## src/rtl/nios_oci_dct_trace_monitor_if.sv

```systemverilog
// Trace drain stream between the DCT trace monitor (master) and its consumer (slave).
interface nios_oci_dct_trace_monitor_if #(
  parameter int unsigned DATA_W = 30
);
  logic [DATA_W-1:0] trace_data;
  logic              trace_valid;
  logic              trace_ready;

  modport master (output trace_data, output trace_valid, input trace_ready);
  modport slave  (input trace_data, input trace_valid, output trace_ready);
endinterface

```

## src/rtl/nios_oci_dct_trace_monitor.sv

```systemverilog
// Captures each completed OCI DCT pack into a show-ahead FIFO drained over a valid/ready stream,
// and runs the end-of-test handshake. Optional macro NIOS_OCI_DCT_TIMESTAMP_EN prepends a capture timestamp.
module nios_oci_dct_trace_monitor #(
  parameter int unsigned DCT_WIDTH   = 30,
  parameter int unsigned COUNT_WIDTH = 4,
  parameter int unsigned PACK_COUNT  = 15,
  parameter int unsigned FIFO_DEPTH  = 16,
  parameter int unsigned DROP_WIDTH  = 8,
  parameter int unsigned TS_WIDTH    = 16
) (
  input  logic                          clk,
  input  logic                          reset_n,
  input  logic [DCT_WIDTH-1:0]          dct_buffer,
  input  logic [COUNT_WIDTH-1:0]        dct_count,
  input  logic                          trace_enable,
  input  logic                          test_ending,
  nios_oci_dct_trace_monitor_if.master  trace_if,
  output logic [$clog2(FIFO_DEPTH):0]   fill_level,
  output logic                          overflow,
  output logic [DROP_WIDTH-1:0]         drop_count,
  output logic                          test_has_ended
);

  localparam int unsigned PTR_W  = $clog2(FIFO_DEPTH);
  localparam int unsigned FILL_W = PTR_W + 1;
`ifdef NIOS_OCI_DCT_TIMESTAMP_EN
  localparam int unsigned ENTRY_W = TS_WIDTH + DCT_WIDTH;
`else
  localparam int unsigned ENTRY_W = DCT_WIDTH;
`endif

  typedef enum logic [1:0] {
    IDLE  = 2'd0,
    RUN   = 2'd1,
    DRAIN = 2'd2,
    ENDED = 2'd3
  } state_t;

  state_t                 r_state;
  state_t                 w_next_state;
  logic [COUNT_WIDTH-1:0] r_prev_count;
  logic [PTR_W-1:0]       r_wr_ptr;
  logic [PTR_W-1:0]       r_rd_ptr;
  logic [FILL_W-1:0]      r_fill;
  logic [FILL_W-1:0]      w_fill_next;
  logic                   r_valid;
  logic                   r_overflow;
  logic [DROP_WIDTH-1:0]  r_drop_count;
  logic                   r_ended;
  logic [ENTRY_W-1:0]     r_mem [FIFO_DEPTH];
  logic [ENTRY_W-1:0]     w_entry;

  logic w_pack_event;
  logic w_push_req;
  logic w_full;
  logic w_pop;
  logic w_push;
  logic w_drop;

  // A held PACK_COUNT yields a single event: only the rising transition into it counts.
  assign w_pack_event = (dct_count == COUNT_WIDTH'(PACK_COUNT)) &&
                        (r_prev_count != COUNT_WIDTH'(PACK_COUNT));
  assign w_push_req   = w_pack_event && (r_state == RUN);
  assign w_full       = (r_fill == FILL_W'(FIFO_DEPTH));
  assign w_pop        = r_valid && trace_if.trace_ready;
  assign w_push       = w_push_req && (!w_full || w_pop);
  assign w_drop       = w_push_req && w_full && !w_pop;

`ifdef NIOS_OCI_DCT_TIMESTAMP_EN
  logic [TS_WIDTH-1:0] r_ts;

  // Free-running capture clock; wraps naturally.
  always_ff @(posedge clk or negedge reset_n) begin
    if (!reset_n) begin
      r_ts <= '0;
    end else begin
      r_ts <= r_ts + TS_WIDTH'(1);
    end
  end

  assign w_entry = {r_ts, dct_buffer};
`else
  assign w_entry = dct_buffer;
`endif

  always_comb begin
    w_fill_next = r_fill;
    case ({w_push, w_pop})
      2'b10:   w_fill_next = r_fill + FILL_W'(1);
      2'b01:   w_fill_next = r_fill - FILL_W'(1);
      default: w_fill_next = r_fill;
    endcase
  end

  // Next-state logic; test_ending outranks trace_enable out of IDLE.
  always_comb begin
    w_next_state = r_state;
    case (r_state)
      IDLE: begin
        if (test_ending)       w_next_state = DRAIN;
        else if (trace_enable) w_next_state = RUN;
      end
      RUN: begin
        if (test_ending)        w_next_state = DRAIN;
        else if (!trace_enable) w_next_state = IDLE;
      end
      DRAIN: begin
        if (r_fill == '0) w_next_state = ENDED;
      end
      ENDED:   w_next_state = ENDED;
      default: w_next_state = IDLE;
    endcase
  end

  always_ff @(posedge clk or negedge reset_n) begin
    if (!reset_n) begin
      r_state <= IDLE;
    end else begin
      r_state <= w_next_state;
    end
  end

  always_ff @(posedge clk or negedge reset_n) begin
    if (!reset_n) begin
      r_prev_count <= '0;
      r_wr_ptr     <= '0;
      r_rd_ptr     <= '0;
      r_fill       <= '0;
      r_valid      <= 1'b0;
      r_overflow   <= 1'b0;
      r_drop_count <= '0;
      r_ended      <= 1'b0;
    end else begin
      r_prev_count <= dct_count;
      r_fill       <= w_fill_next;
      r_valid      <= (w_fill_next != '0);
      r_ended      <= (w_next_state == ENDED);
      if (w_push) r_wr_ptr <= r_wr_ptr + PTR_W'(1);
      if (w_pop)  r_rd_ptr <= r_rd_ptr + PTR_W'(1);
      if (w_drop) begin
        r_overflow <= 1'b1;
        if (r_drop_count != '1) r_drop_count <= r_drop_count + DROP_WIDTH'(1);
      end
    end
  end

  // Storage is not reset; the head is masked to zero whenever the FIFO is empty.
  always_ff @(posedge clk) begin
    if (w_push) r_mem[r_wr_ptr] <= w_entry;
  end

  assign trace_if.trace_valid = r_valid;
  assign trace_if.trace_data  = r_valid ? r_mem[r_rd_ptr] : '0;
  assign fill_level           = r_fill;
  assign overflow             = r_overflow;
  assign drop_count           = r_drop_count;
  assign test_has_ended       = r_ended;

endmodule

```

## src/flat_wrapper.sv

```systemverilog
// flat-port wrapper written by rule: the top's interface ports become plain ports
module nios_oci_dct_trace_monitor_flat 
#(
  parameter int unsigned DCT_WIDTH   = 30,
  parameter int unsigned COUNT_WIDTH = 4,
  parameter int unsigned PACK_COUNT  = 15,
  parameter int unsigned FIFO_DEPTH  = 16,
  parameter int unsigned DROP_WIDTH  = 8,
  parameter int unsigned TS_WIDTH    = 16
)
  (clk, reset_n, dct_buffer, dct_count, trace_enable, test_ending, fill_level, overflow, drop_count, test_has_ended, trace_if_trace_data, trace_if_trace_valid, trace_if_trace_ready);
  nios_oci_dct_trace_monitor_if #(.DATA_W(((30)))) trace_if_i ();
  input  logic clk;
  input  logic reset_n;
  input  logic [DCT_WIDTH-1:0] dct_buffer;
  input  logic [COUNT_WIDTH-1:0] dct_count;
  input  logic trace_enable;
  input  logic test_ending;
  output logic [$clog2(FIFO_DEPTH):0] fill_level;
  output logic overflow;
  output logic [DROP_WIDTH-1:0] drop_count;
  output logic test_has_ended;
  output wire logic [$bits(trace_if_i.trace_data)-1:0] trace_if_trace_data;
  output wire logic [$bits(trace_if_i.trace_valid)-1:0] trace_if_trace_valid;
  input wire logic [$bits(trace_if_i.trace_ready)-1:0] trace_if_trace_ready;
  assign trace_if_trace_data = trace_if_i.trace_data;
  assign trace_if_trace_valid = trace_if_i.trace_valid;
  assign trace_if_i.trace_ready = trace_if_trace_ready;
  nios_oci_dct_trace_monitor #(.DCT_WIDTH(DCT_WIDTH), .COUNT_WIDTH(COUNT_WIDTH), .PACK_COUNT(PACK_COUNT), .FIFO_DEPTH(FIFO_DEPTH), .DROP_WIDTH(DROP_WIDTH), .TS_WIDTH(TS_WIDTH)) u_core (.clk(clk), .reset_n(reset_n), .dct_buffer(dct_buffer), .dct_count(dct_count), .trace_enable(trace_enable), .test_ending(test_ending), .trace_if(trace_if_i), .fill_level(fill_level), .overflow(overflow), .drop_count(drop_count), .test_has_ended(test_has_ended));
endmodule
```

## config.mk

```make
export PLATFORM = sky130hd
export DESIGN_NAME = nios_oci_dct_trace_monitor_flat
export DESIGN_NICKNAME = d
export VERILOG_FILES = /design/src/rtl/nios_oci_dct_trace_monitor_if.sv /design/src/rtl/nios_oci_dct_trace_monitor.sv /design/src/flat_wrapper.sv
export SDC_FILE = /design/constraint.sdc
export NUM_CORES = 1
export LEC_CHECK = 0
export BUFFER_PORTS_ARGS = -buffer_cell sky130_fd_sc_hd__buf_2
export CORE_AREA = 2 2 225 227
export CTS_CLUSTER_DIAMETER = 50
export DETAILED_ROUTE_END_ITERATION = 7
export DIE_AREA = 0 0 227 229
export HOLD_SLACK_MARGIN = 0.15
export SLEW_MARGIN = 25
export SYNTH_ARGS = -nofsm -noshare
export SYNTH_HDL_FRONTEND = slang
export SYNTH_SLANG_ARGS = --single-unit
export TNS_END_PERCENT = 100
```

## constraint.sdc

```tcl
create_clock -name clk -period 12.3 [get_ports clk]
set_clock_uncertainty 0.15 [all_clocks]
set_input_delay 1.23 -clock clk [delete_from_list [all_inputs] [get_ports clk]]
set_output_delay 1.23 -clock clk [all_outputs]
set_load 0.01 [all_outputs]
```

==> results of run 1 <==
-- area by class of cell --
type	instances	area (um2)	share of cell area, %
Sequential cell	510	15180	66.84
Multi-Input combinational cell	306	4314	19.00
Clock buffer	63	1406	6.195
Tap cell	672	840.8	3.704
Timing Repair Buffer	106	585.6	2.579
Clock inverter	37	340.3	1.499
Inverter	10	37.54	0.1653
Antenna cell	1	2.502	0.01102
-- registers in the layout (all words and copies together) (netlist names) --
signal                       count
u_core.r_mem                   480
u_core.drop_count                8
u_core.fill_level                5
u_core.r_prev_count              4
u_core.r_rd_ptr                  4
u_core.r_wr_ptr                  4
u_core.r_state                   2
u_core.overflow                  1
u_core.test_has_ended            1
u_core.trace_if.trace_valid      1
-- cell usage after synthesis (8+ instances only) --
library cell	count
edfxtp_1	480
mux4_2	120
mux2i_1	61
dfrtp_1	30
o22ai_1	30
clkbuf_1	15
xnor2_1	15
buf_2	14
buf_4	9
ha_1	9
inv_1	9
nand4_1	9
and2_1	8
nand2_1	8
-- worst max-delay path, delay by kind of cell (launching register included) --
kind                   cells  cell delay (ns)
multiplexers               2             0.75
flip-flops                 1             0.96
AO/OA/AOI/OAI              1             0.18
buffers and inverters      2             1.10
-- path summary, 6_finish.rpt --
check / startpoint / end / slack (ns)
max: u_core.r_rd_ptr[0]$_DFFE_PN0P_ / trace_if_trace_data[20] / 7.29
min: u_core.overflow$_DFFE_PN0P_ / u_core.overflow$_DFFE_PN0P_ / 0.33
max reg2reg: u_core.trace_if.trace_valid$_DFF_PN0_ / u_core.trace_if.trace_valid$_DFF_PN0_ / 8.54
min reg2reg: u_core.overflow$_DFFE_PN0P_ / u_core.overflow$_DFFE_PN0P_ / 0.33
max in group asynchronous: reset_n / u_core.r_rd_ptr[0]$_DFFE_PN0P_ / 10.93
min in group asynchronous: reset_n / u_core.drop_count[2]$_DFFE_PN0P_ / 0.54
-- cell families after synthesis --
group | count (synthesis) | share of synthesized area, %
muxes | 184 | 17.01
and+or+nand+nor | 51 | 1.641
buffers and inverters | 56 | 1.367
adders and majority gates | 9 | 0.5724
DFF | 510 | 77.08
xor gates and xnor gates | 18 | 0.8014
AOI/OAI and AO/OA | 44 | 1.520
-- metal layers --
layer / up-vias / wire (um)
li1: 3911 / -
met1: 4814 / 18070
met2: 202 / 19870
met3: 66 / 1936
met4: 4 / 725
met5: - / 24
-- power groups by stage --
stage	registers (mW)	logic [mW]	clock network, mW
final	2.04	1.17	1.59
after global routing	2.05	1.27	1.70
after CTS	2.04	1.20	1.62
after detailed placement	2.08	1.20	0
after global placement	2.08	1.19	0
after floorplan	1.97	0.935	0
==> run_results.csv, run 1 <==
group,metric,value,unit
pwr,p_leak,7.433,nW
worst_hold_path,worstHoldPathType,"flop to flop",
die,coreArea,0.04966,mm2
routing,viasPerCell,5.277,
synthesis,ys.flop_type,"edfxtp_1",
pwr,p_switching,1.357,mW
die,io_pins,85,
pwr,internal_power,3.432,mW
clocking,post_cts_buffers,0,
grt,busiest_layer,"met2",
synthesis,synth_edf_count,480,
synthesis,yosysTopAreaCell,"edfxtp_1",
worst_setup_path,crit_arrival,3.63,ns
pwr,swShare,28.33,%
die,die_w,227,um
pwr,p_clk_share,33.1,%
routing,drc,0,
routing,num_vias,8997,
worst_setup_path,worst_setup_path_end_kind,"primary output",
job,cap_violations,0,
clocking,numCtsBuffers,54,
placed_design,hpwl,20.63,mm
worst_setup_path,reg2regPathDepth,12,
grt,grt_max_degree,71,
die,start_util,39.62,%
worst_setup_path,worstPathRequired,10.92,ns
sta,tightest_slew,1.089,ns
synthesis,ys_types,41,
routing,ant_nets,0,
die,die_area,0.05198,mm2
synthesis,synth_seq_cells,510,
synthesis,yosysWarnings,0,
sta,fin_hold_ws,0.3315,ns
sta,hold_violations,0,
grt,met1_usage,22.26,%
cells_and_area,layout_common_cells,"edfxtp_1 (480), mux4_2 (120), buf_2 (84)",
routing,totalWireLength,40.63,mm
worst_setup_path,startpoint_type,"flop",
placed_design,placed_area,0.02095,mm2
cells_and_area,layout.nets,1036,
pwr,combinationalPowerShare,24.4,%
worst_setup_path,crit_fanout,48,
sta,setup_viol,0,
placed_design,dp.cells,1604,
sta,setup_ws,7.291,ns
synthesis,yosysSeqAreaShare,77.08,%
pwr,finalPower,4.788,mW
pwr,ir_drop,0.1293,mV
worst_setup_path,crit_path_max_incr_delay,0.96,ns
cells_and_area,final_common_cell,"edfxtp_1",
sta,tns,0,ns
routing,first_pass_iters,4,
clocking,path_clk_slew,0.06,ns
pwr,power_density,210.9,mW/mm2
synthesis,synth_fp_nets,920,
status,status,"completed",
cells_and_area,fill_cells,4187,
synthesis,synth_area_leaders,"edfxtp_1 (73%), mux4_2 (14%), dfrtp_1 (3.8%)",
placed_design,gp_congestion,0.6898,
worst_setup_path,slowest_stage,"dfrtp_4",
synthesis,synth_top_cell_area_share,73.27,%
clocking,hold_buffers,0,
clocking,cts_resized,0,
placed_design,preCtsSetupSlack,7.726,ns
grt,groute.layer.met2.usage,26.16,%
grt,use_met3,3.387,%
clocking,htree_levels,2,
synthesis,synth-async-reset-ratio,5.882,%
sta,min_period,5.009,ns
grt,antenna_found_initial,3,
pwr,seq_power_share,42.5,%
sta,period_share,40.72,%
die,die_h,229,um
clocking,clock_insertion_delay_worst_skew,0.59,ns
sta,max_slew_margin,27.15,%
die,rows,82,
synthesis,synthCells,872,
cells_and_area,area_growth,15.40,%
worst_setup_path,path_cells,"buf_4 -> mux4_2 -> mux2i_1 -> o22ai_1 -> buf_2",
grt,first_global_vias,9428,
clocking,cts.sink_count,510,
worst_hold_path,min_path_cells,1,
cells_and_area,design_area,0.02270,mm2
placed_design,io_buffers,84,
synthesis,synth_area,0.01967,mm2
cells_and_area,drive_above_1_share,32.85,%
sta,max_freq,199.6,MHz
grt,grt_pass1_wl,60.90,mm
sta,rsz0062_at_grt,"no",
clocking,cts_root_buf,"clkbuf_16",
sta,finalMaxSlewViolations,0,
cells_and_area,instances_no_fill,1705,
worst_setup_path,path_class,"flop to primary output",
routing,wire_per_inst,23.83,um
synthesis,synth.avg_cell_area,22.56,um2
clocking,cts_buffer_depth,3,
clocking,cts_tree,"done",
grt,grt-ovfl-total,0,
cells_and_area,fin_util,45.72,%
routing,drtIter0Drc,660,
grt,grt.total_usage,16.08,%
Note: power is estimated with default switching activity, not from simulation.
==> run 2: changes to the inputs <==
==> constraint.sdc (replaced) <==
create_clock -name clk -period 4.6 [get_ports clk]
set_clock_uncertainty 0.15 [all_clocks]
set_input_delay 0.46 -clock clk [delete_from_list [all_inputs] [get_ports clk]]
set_output_delay 0.46 -clock clk [all_outputs]
set_load 0.01 [all_outputs]
==> run_results.csv, run 2 (same netlist as run 1, synthesis figures left out) <==
group,metric,value,unit
sta,setup_ws,0.8575,ns
sta,rsz0062_at_grt,"no",
grt,use_met3,2.720,%
clocking,cts_tree,"done",
die,die_area,0.05198,mm2
cells_and_area,fill_cells,4166,
grt,grt.total_usage,15.46,%
cells_and_area,final_common_cell,"edfxtp_1",
placed_design,dp.cells,1608,
sta,hold_violations,0,
pwr,power_density,552.9,mW/mm2
sta,max_slew_margin,34.39,%
sta,tns,0,ns
routing,num_vias,9012,
clocking,clock_insertion_delay_worst_skew,0.58,ns
cells_and_area,drive_above_1_share,31.24,%
grt,grt_pass1_wl,59.55,mm
placed_design,placed_area,0.02103,mm2
job,cap_violations,0,
worst_setup_path,crit_path_max_incr_delay,0.52,ns
worst_setup_path,path_delay_family,"simple AND/OR/NAND/NOR gates",
cells_and_area,regMostFlops,"u_core.r_mem",
routing,totalWireLength,39.36,mm
die,io_pins,85,
placed_design,io_buffers,84,
worst_setup_path,crit_arrival,4.05,ns
clocking,post_cts_buffers,0,
routing,ant_nets,0,
sta,finalMaxSlewViolations,0,
routing,drc,0,
clocking,numCtsBuffers,53,
clocking,cts_root_buf,"clkbuf_16",
routing,wire_per_inst,22.59,um
clocking,hold_buffers,38,
worst_setup_path,slowest_stage,"dlygate4sd3_1",
pwr,ir_drop,0.3062,mV
die,die_w,227,um
routing,viasPerCell,5.173,
worst_setup_path,path_class,"primary input to flop",
grt,antenna_found_initial,1,
worst_hold_path,worstHoldPathType,"primary input to asynchronous set/reset pin",
pwr,p_leak,7.584,nW
clocking,cts_resized,0,
cells_and_area,area_growth,17.20,%
worst_setup_path,worst_setup_path_end_kind,"flop",
placed_design,gp_congestion,0.7143,
clocking,htree_levels,2,
grt,grt-ovfl-total,0,
cells_and_area,layout_common_cells,"edfxtp_1 (480), mux4_2 (120), buf_2 (84)",
cells_and_area,largest_register_ff_count,480,
clocking,cts.sink_count,510,
placed_design,hpwl,22.17,mm
die,die_h,229,um
worst_setup_path,path_cells,"dlygate4sd3_1 -> buf_2 -> and4b_1 -> nand4_1 -> nor2b_1 -> inv_2 -> ha_1 -> xor2_1 -> ha_1 -> a21oi_2 -> mux2i_1 -> xnor2_1 -> or3_1 -> or3_1",
worst_setup_path,startpoint_type,"primary input",
die,coreArea,0.04966,mm2
worst_setup_path,r2r-end,"u_core.trace_if.trace_valid$_DFF_PN0_",
placed_design,preCtsSetupSlack,0.7588,ns
cells_and_area,design_area,0.02306,mm2
worst_setup_path,r2r-start,"u_core.r_state[1]$_DFF_PN0_",
worst_setup_path,worstPathRequired,4.91,ns
grt,busiest_layer,"met2",
cells_and_area,instances_no_fill,1742,
sta,min_period,3.742,ns
sta,tightest_slew,0.9806,ns
worst_setup_path,r2r_setup_slack,0.91,ns
sta,setup_viol,0,
grt,met1_usage,20.89,%
grt,grt_max_degree,54,
die,rows,82,
worst_setup_path,reg2regPathDepth,12,
routing,first_pass_iters,5,
clocking,cts_buffer_depth,3,
routing,drtIter0Drc,579,
die,start_util,39.62,%
clocking,path_clk_slew,0.06,ns
sta,max_freq,267.2,MHz
grt,first_global_vias,9720,
sta,period_share,81.36,%
worst_setup_path,crit_buf_inv,3,
grt,groute.layer.met2.usage,25.75,%
cells_and_area,layout.nets,1077,
worst_setup_path,crit_fanout,8,
status,status,"completed",
-- run 2: changes by cell type in the layout (fill, tap and decap cells not counted), moves of 2 or more --
| cell | delta |
|---|---|
| buf_12 | +4 |
| inv_6 | -2 |
| dlygate4sd3_1 | +38 |
| clkinvlp_4 | -4 |
| clkbuf_16 | -2 |
| clkinv_1 | +3 |
-- run 2: worst register-to-register path, stage by stage (launching register included) --
cell and delay, ns:
dfrtp_1 0.39, and4b_1 0.25, nand4_1 0.21, nor2b_1 0.50, inv_2 0.22, ha_1 0.32
xor2_1 0.17, ha_1 0.23, a21oi_2 0.12, mux2i_1 0.22, xnor2_1 0.10, or3_1 0.39
or3_1 0.31
-- run 2: worst max-delay path by stage --
stage | from | end | cells after the start
2_1_floorplan | dct_count[1] | u_core.r_mem[0][0]$_DFFE_PP_ | 6
3_3_place_gp | dct_count[1] | u_core.trace_if.trace_valid$_DFF_PN0_ | 13
3_5_place_dp | dct_count[1] | u_core.trace_if.trace_valid$_DFF_PN0_ | 13
4_1_cts | dct_count[1] | u_core.trace_if.trace_valid$_DFF_PN0_ | 14
5_1_grt | dct_count[1] | u_core.trace_if.trace_valid$_DFF_PN0_ | 14
6_report | dct_count[1] | u_core.trace_if.trace_valid$_DFF_PN0_ | 14
-- run 2: final cells by class --
cell class | instances | area [um2] | share of cell area, %
Tap cell | 672 | 840.8 | 3.647
Antenna cell | 1 | 2.502 | 0.01085
Sequential cell | 510 | 15180 | 65.82
Inverter | 10 | 37.54 | 0.1628
Multi-Input combinational cell | 306 | 4309 | 18.69
Timing Repair Buffer | 148 | 1046 | 4.537
Clock inverter | 33 | 285.3 | 1.237
Clock buffer | 62 | 1360 | 5.899
-- run 2: power breakdown --
group	switching (mW)	total (mW)	internal [mW]	leakage, nW
combinational	1.62	3.26	1.63	2.11
sequential	0.306	5.43	5.13	4.67
clock	1.72	4.06	2.34	0.809
-- run 2: metrics by stage --
stage	power (mW)	utilization, %	hold slack, ns
finish	12.75	46.43	0.2983
global route	13.30	46.43	0.3490
CTS	12.93	46.43	0.2928
detailed placement	8.850	42.35	0.3272
global placement	8.833	42.35	0.3218
floorplan	7.772	-	0.01441
-- run 2: metal layers --
layer / routed length, um / share of wire, %
met4: 739 / 1.9
met3: 1566 / 4.0
met2: 19520 / 50
met5: 0 / 0
met1: 17530 / 45
==> run 3: changes to the inputs <==
--- a/config.mk
+++ b/config.mk
@@ -5,11 +5,12 @@
 export SDC_FILE = /design/constraint.sdc
 export NUM_CORES = 1
 export LEC_CHECK = 0
+export ABC_AREA = 1
 export BUFFER_PORTS_ARGS = -buffer_cell sky130_fd_sc_hd__buf_2
-export CORE_AREA = 2 2 225 227
+export CORE_AREA = 2 2 230 232
 export CTS_CLUSTER_DIAMETER = 50
 export DETAILED_ROUTE_END_ITERATION = 7
-export DIE_AREA = 0 0 227 229
+export DIE_AREA = 0 0 232 234
 export HOLD_SLACK_MARGIN = 0.15
 export SLEW_MARGIN = 25
 export SYNTH_ARGS = -nofsm -noshare
==> constraint.sdc (replaced) <==
create_clock -name clk -period 3.3 [get_ports clk]
set_clock_uncertainty 0.15 [all_clocks]
set_input_delay 0.33 -clock clk [delete_from_list [all_inputs] [get_ports clk]]
set_output_delay 0.33 -clock clk [all_outputs]
set_load 0.01 [all_outputs]
==> run_results.csv, run 3 <==
group,metric,value,unit
grt,groute.layer.met2.usage,30.73,%
routing,ant_nets,0,
clocking,cts_root_buf,"clkbuf_16",
sta,min_period,3.133,ns
worst_setup_path,startpoint_type,"flop",
pwr,combinationalPowerShare,33.1,%
pwr,power_density,815.8,mW/mm2
sta,tns,0,ns
pwr,p_leak,8.019,nW
routing,drtIter0Drc,1078,
die,rows,84,
clocking,clock_insertion_delay_worst_skew,0.59,ns
synthesis,synth.most_common_cell,"edfxtp_1",
worst_setup_path,reg2regPathDepth,14,
synthesis,ys_types,27,
die,start_util,39.29,%
routing,first_pass_iters,6,
cells_and_area,instances_no_fill,2441,
worst_setup_path,crit_fanout,36,
grt,antenna_found_initial,0,
synthesis,yosysWarnings,0,
clocking,cts_tree,"done",
cells_and_area,largest_register_ff_count,480,
sta,period_share,94.94,%
cells_and_area,layout_common_cells,"edfxtp_1 (480), nor2_1 (371), o21ai_0 (148)",
pwr,finalPower,19.56,mW
grt,grt-ovfl-total,0,
synthesis,ys.flop_type,"edfxtp_1",
pwr,p_switching,6.866,mW
sta,rsz0062_at_grt,"no",
cells_and_area,area_growth,17.29,%
synthesis,yosysTopAreaCell,"edfxtp_1",
routing,num_vias,12932,
grt,first_global_vias,12560,
synthesis,synth_edf_count,480,
sta,hold_violations,0,
grt,grt_pass1_wl,76.38,mm
worst_setup_path,worstPathRequired,2.82,ns
synthesis,synth_area_leaders,"edfxtp_1 (71%), nor2_1 (7.1%), o211ai_1 (4.4%)",
synthesis,synth_area,0.02044,mm2
die,die_h,234,um
synthesis,synth_top_cell_area_share,70.52,%
clocking,cts.sink_count,510,
worst_setup_path,worst_setup_path_end_kind,"primary output",
pwr,internal_power,12.69,mW
die,die_area,0.05429,mm2
pwr,swShare,35.11,%
cells_and_area,final_common_cell,"edfxtp_1",
die,die_w,232,um
pwr,seq_power_share,37.3,%
cells_and_area,fin_util,46.08,%
synthesis,synth-async-reset-ratio,5.882,%
clocking,htree_levels,2,
routing,totalWireLength,50.14,mm
synthesis,synth_seq_cells,510,
placed_design,dp.cells,2306,
pwr,ir_drop,0.5285,mV
sta,finalMaxSlewViolations,0,
sta,tightest_slew,0.7420,ns
synthesis,yosysSeqAreaShare,74.20,%
synthesis,synth.avg_cell_area,12.87,um2
cells_and_area,regMostFlops,"u_core.r_mem",
placed_design,hpwl,28.01,mm
worst_setup_path,crit_arrival,2.65,ns
clocking,cts_buffer_depth,3,
routing,wire_per_inst,20.54,um
pwr,p_clk_share,29.6,%
die,coreArea,0.05202,mm2
routing,viasPerCell,5.298,
sta,setup_viol,0,
routing,drc,0,
job,cap_violations,0,
synthesis,synth_fp_nets,1636,
die,io_pins,85,
sta,max_freq,319.2,MHz
worst_setup_path,path_class,"flop to primary output",
grt,grt_max_degree,98,
placed_design,gp_congestion,0.7640,
worst_hold_path,worstHoldPathType,"primary input to asynchronous set/reset pin",
cells_and_area,layout.nets,1760,
grt,use_met3,2.712,%
status,status,"completed",
clocking,numCtsBuffers,53,
cells_and_area,drive_above_1_share,13.63,%
cells_and_area,diodes,0,
grt,busiest_layer,"met2",
synthesis,synthCells,1588,
placed_design,io_buffers,84,
grt,grt.total_usage,18.53,%
sta,max_slew_margin,50.53,%
grt,met1_usage,25.68,%
clocking,path_clk_slew,0.06,ns
synthesis,ys_top_cells_by_count,"edfxtp_1 (480), nor2_1 (387), o21ai_0 (148)",
-- run 3: changes by cell type after synthesis, moves of 29 or more --
cell	change
mux4_2	-120
nand3_1	+78
a21oi_1	+29
clkbuf_1	+34
nand2_1	+39
o22ai_1	-29
nor2_1	+381
mux2i_1	-61
o21ai_1	+99
o21ai_0	+144
o211ai_1	+120
-- run 3: worst paths after layout --
path | from | end | slack (ns)
hold / removal | reset_n | u_core.test_has_ended$_DFF_PN0_ | 0.19
setup / recovery | u_core.r_rd_ptr[1]$_DFFE_PN0P_ | trace_if_trace_data[1] | 0.17
hold reg to reg | u_core.overflow$_DFFE_PN0P_ | u_core.overflow$_DFFE_PN0P_ | 0.32
min in group clk | dct_count[0] | u_core.r_prev_count[0]$_DFF_PN0_ | 0.24
setup reg to reg | u_core.fill_level[1]$_DFF_PN0_ | u_core.trace_if.trace_valid$_DFF_PN0_ | 0.61
max in group asynchronous | reset_n | u_core.r_rd_ptr[1]$_DFFE_PN0P_ | 2.26
-- run 3: metrics by stage --
step	setup WS [ns]	hold slack (ns)	area, um2
after floorplan	0.3453	-0.1156	20440
after global placement	0.6036	0.2808	21850
after detailed placement	0.5562	0.2981	21850
after CTS	0.06686	0.1901	23920
after global routing	0.01646	0.2144	23970
final	0.1670	0.1860	23970
-- run 3: final cells by class --
cell class              instances  area (um2)
clock inverters                31       315.3
multi-input cells             946        4751
clock buffers                  65        1371
fillers                      4619       28050
repair buffers                171        1384
well taps                     688       860.8
flip-flops and latches        510       15170
inverters                      30       117.6
-- run 3: cell families (layout without fill, tap and decap cells) --
| family | after synthesis | after routing | synth area share (%) |
|---|---|---|---|
| buffers and inverters | 132 | 297 | 3.165 |
| DFF | 510 | 510 | 74.20 |
| AOI/OAI and AO/OA | 399 | 399 | 11.25 |
| and+or+nand+nor | 523 | 523 | 10.20 |
| adders and majority gates | 9 | 9 | 0.5510 |
| xor gates and xnor gates | 15 | 15 | 0.6428 |
-- run 3: layer usage --
layer  vias up  wire length, um
li1       6055                -
met1      6469            22240
met2       348            24380
met3        60             2583
met4         0              932
met5         -                0
-- run 3: timing repair --
action,CTS,global route
resized for setup,0,6
hold buffers,38,0
buffers inserted,0,0
setup endpoints to repair,0,8
endpoints found under the hold margin,518,0
-- run 3: worst max-delay path: stages (launching register included) --
cell      delay [ns]
dfrtp_4         0.61
buf_4           0.41
o21ai_0         0.16
o211ai_1        0.22
nand3_1         0.10
a21oi_1         0.31
buf_2           0.20
-- run 3: power by group through the flow --
stage,Clock [mW],Combinational [mW],Sequential (mW)
floorplan,0,4.29,7.36
global placement,0,6.35,7.41
detailed placement,0,6.40,7.42
CTS,5.92,6.47,7.29
global route,6.16,7.19,7.30
finish,5.80,6.47,7.29
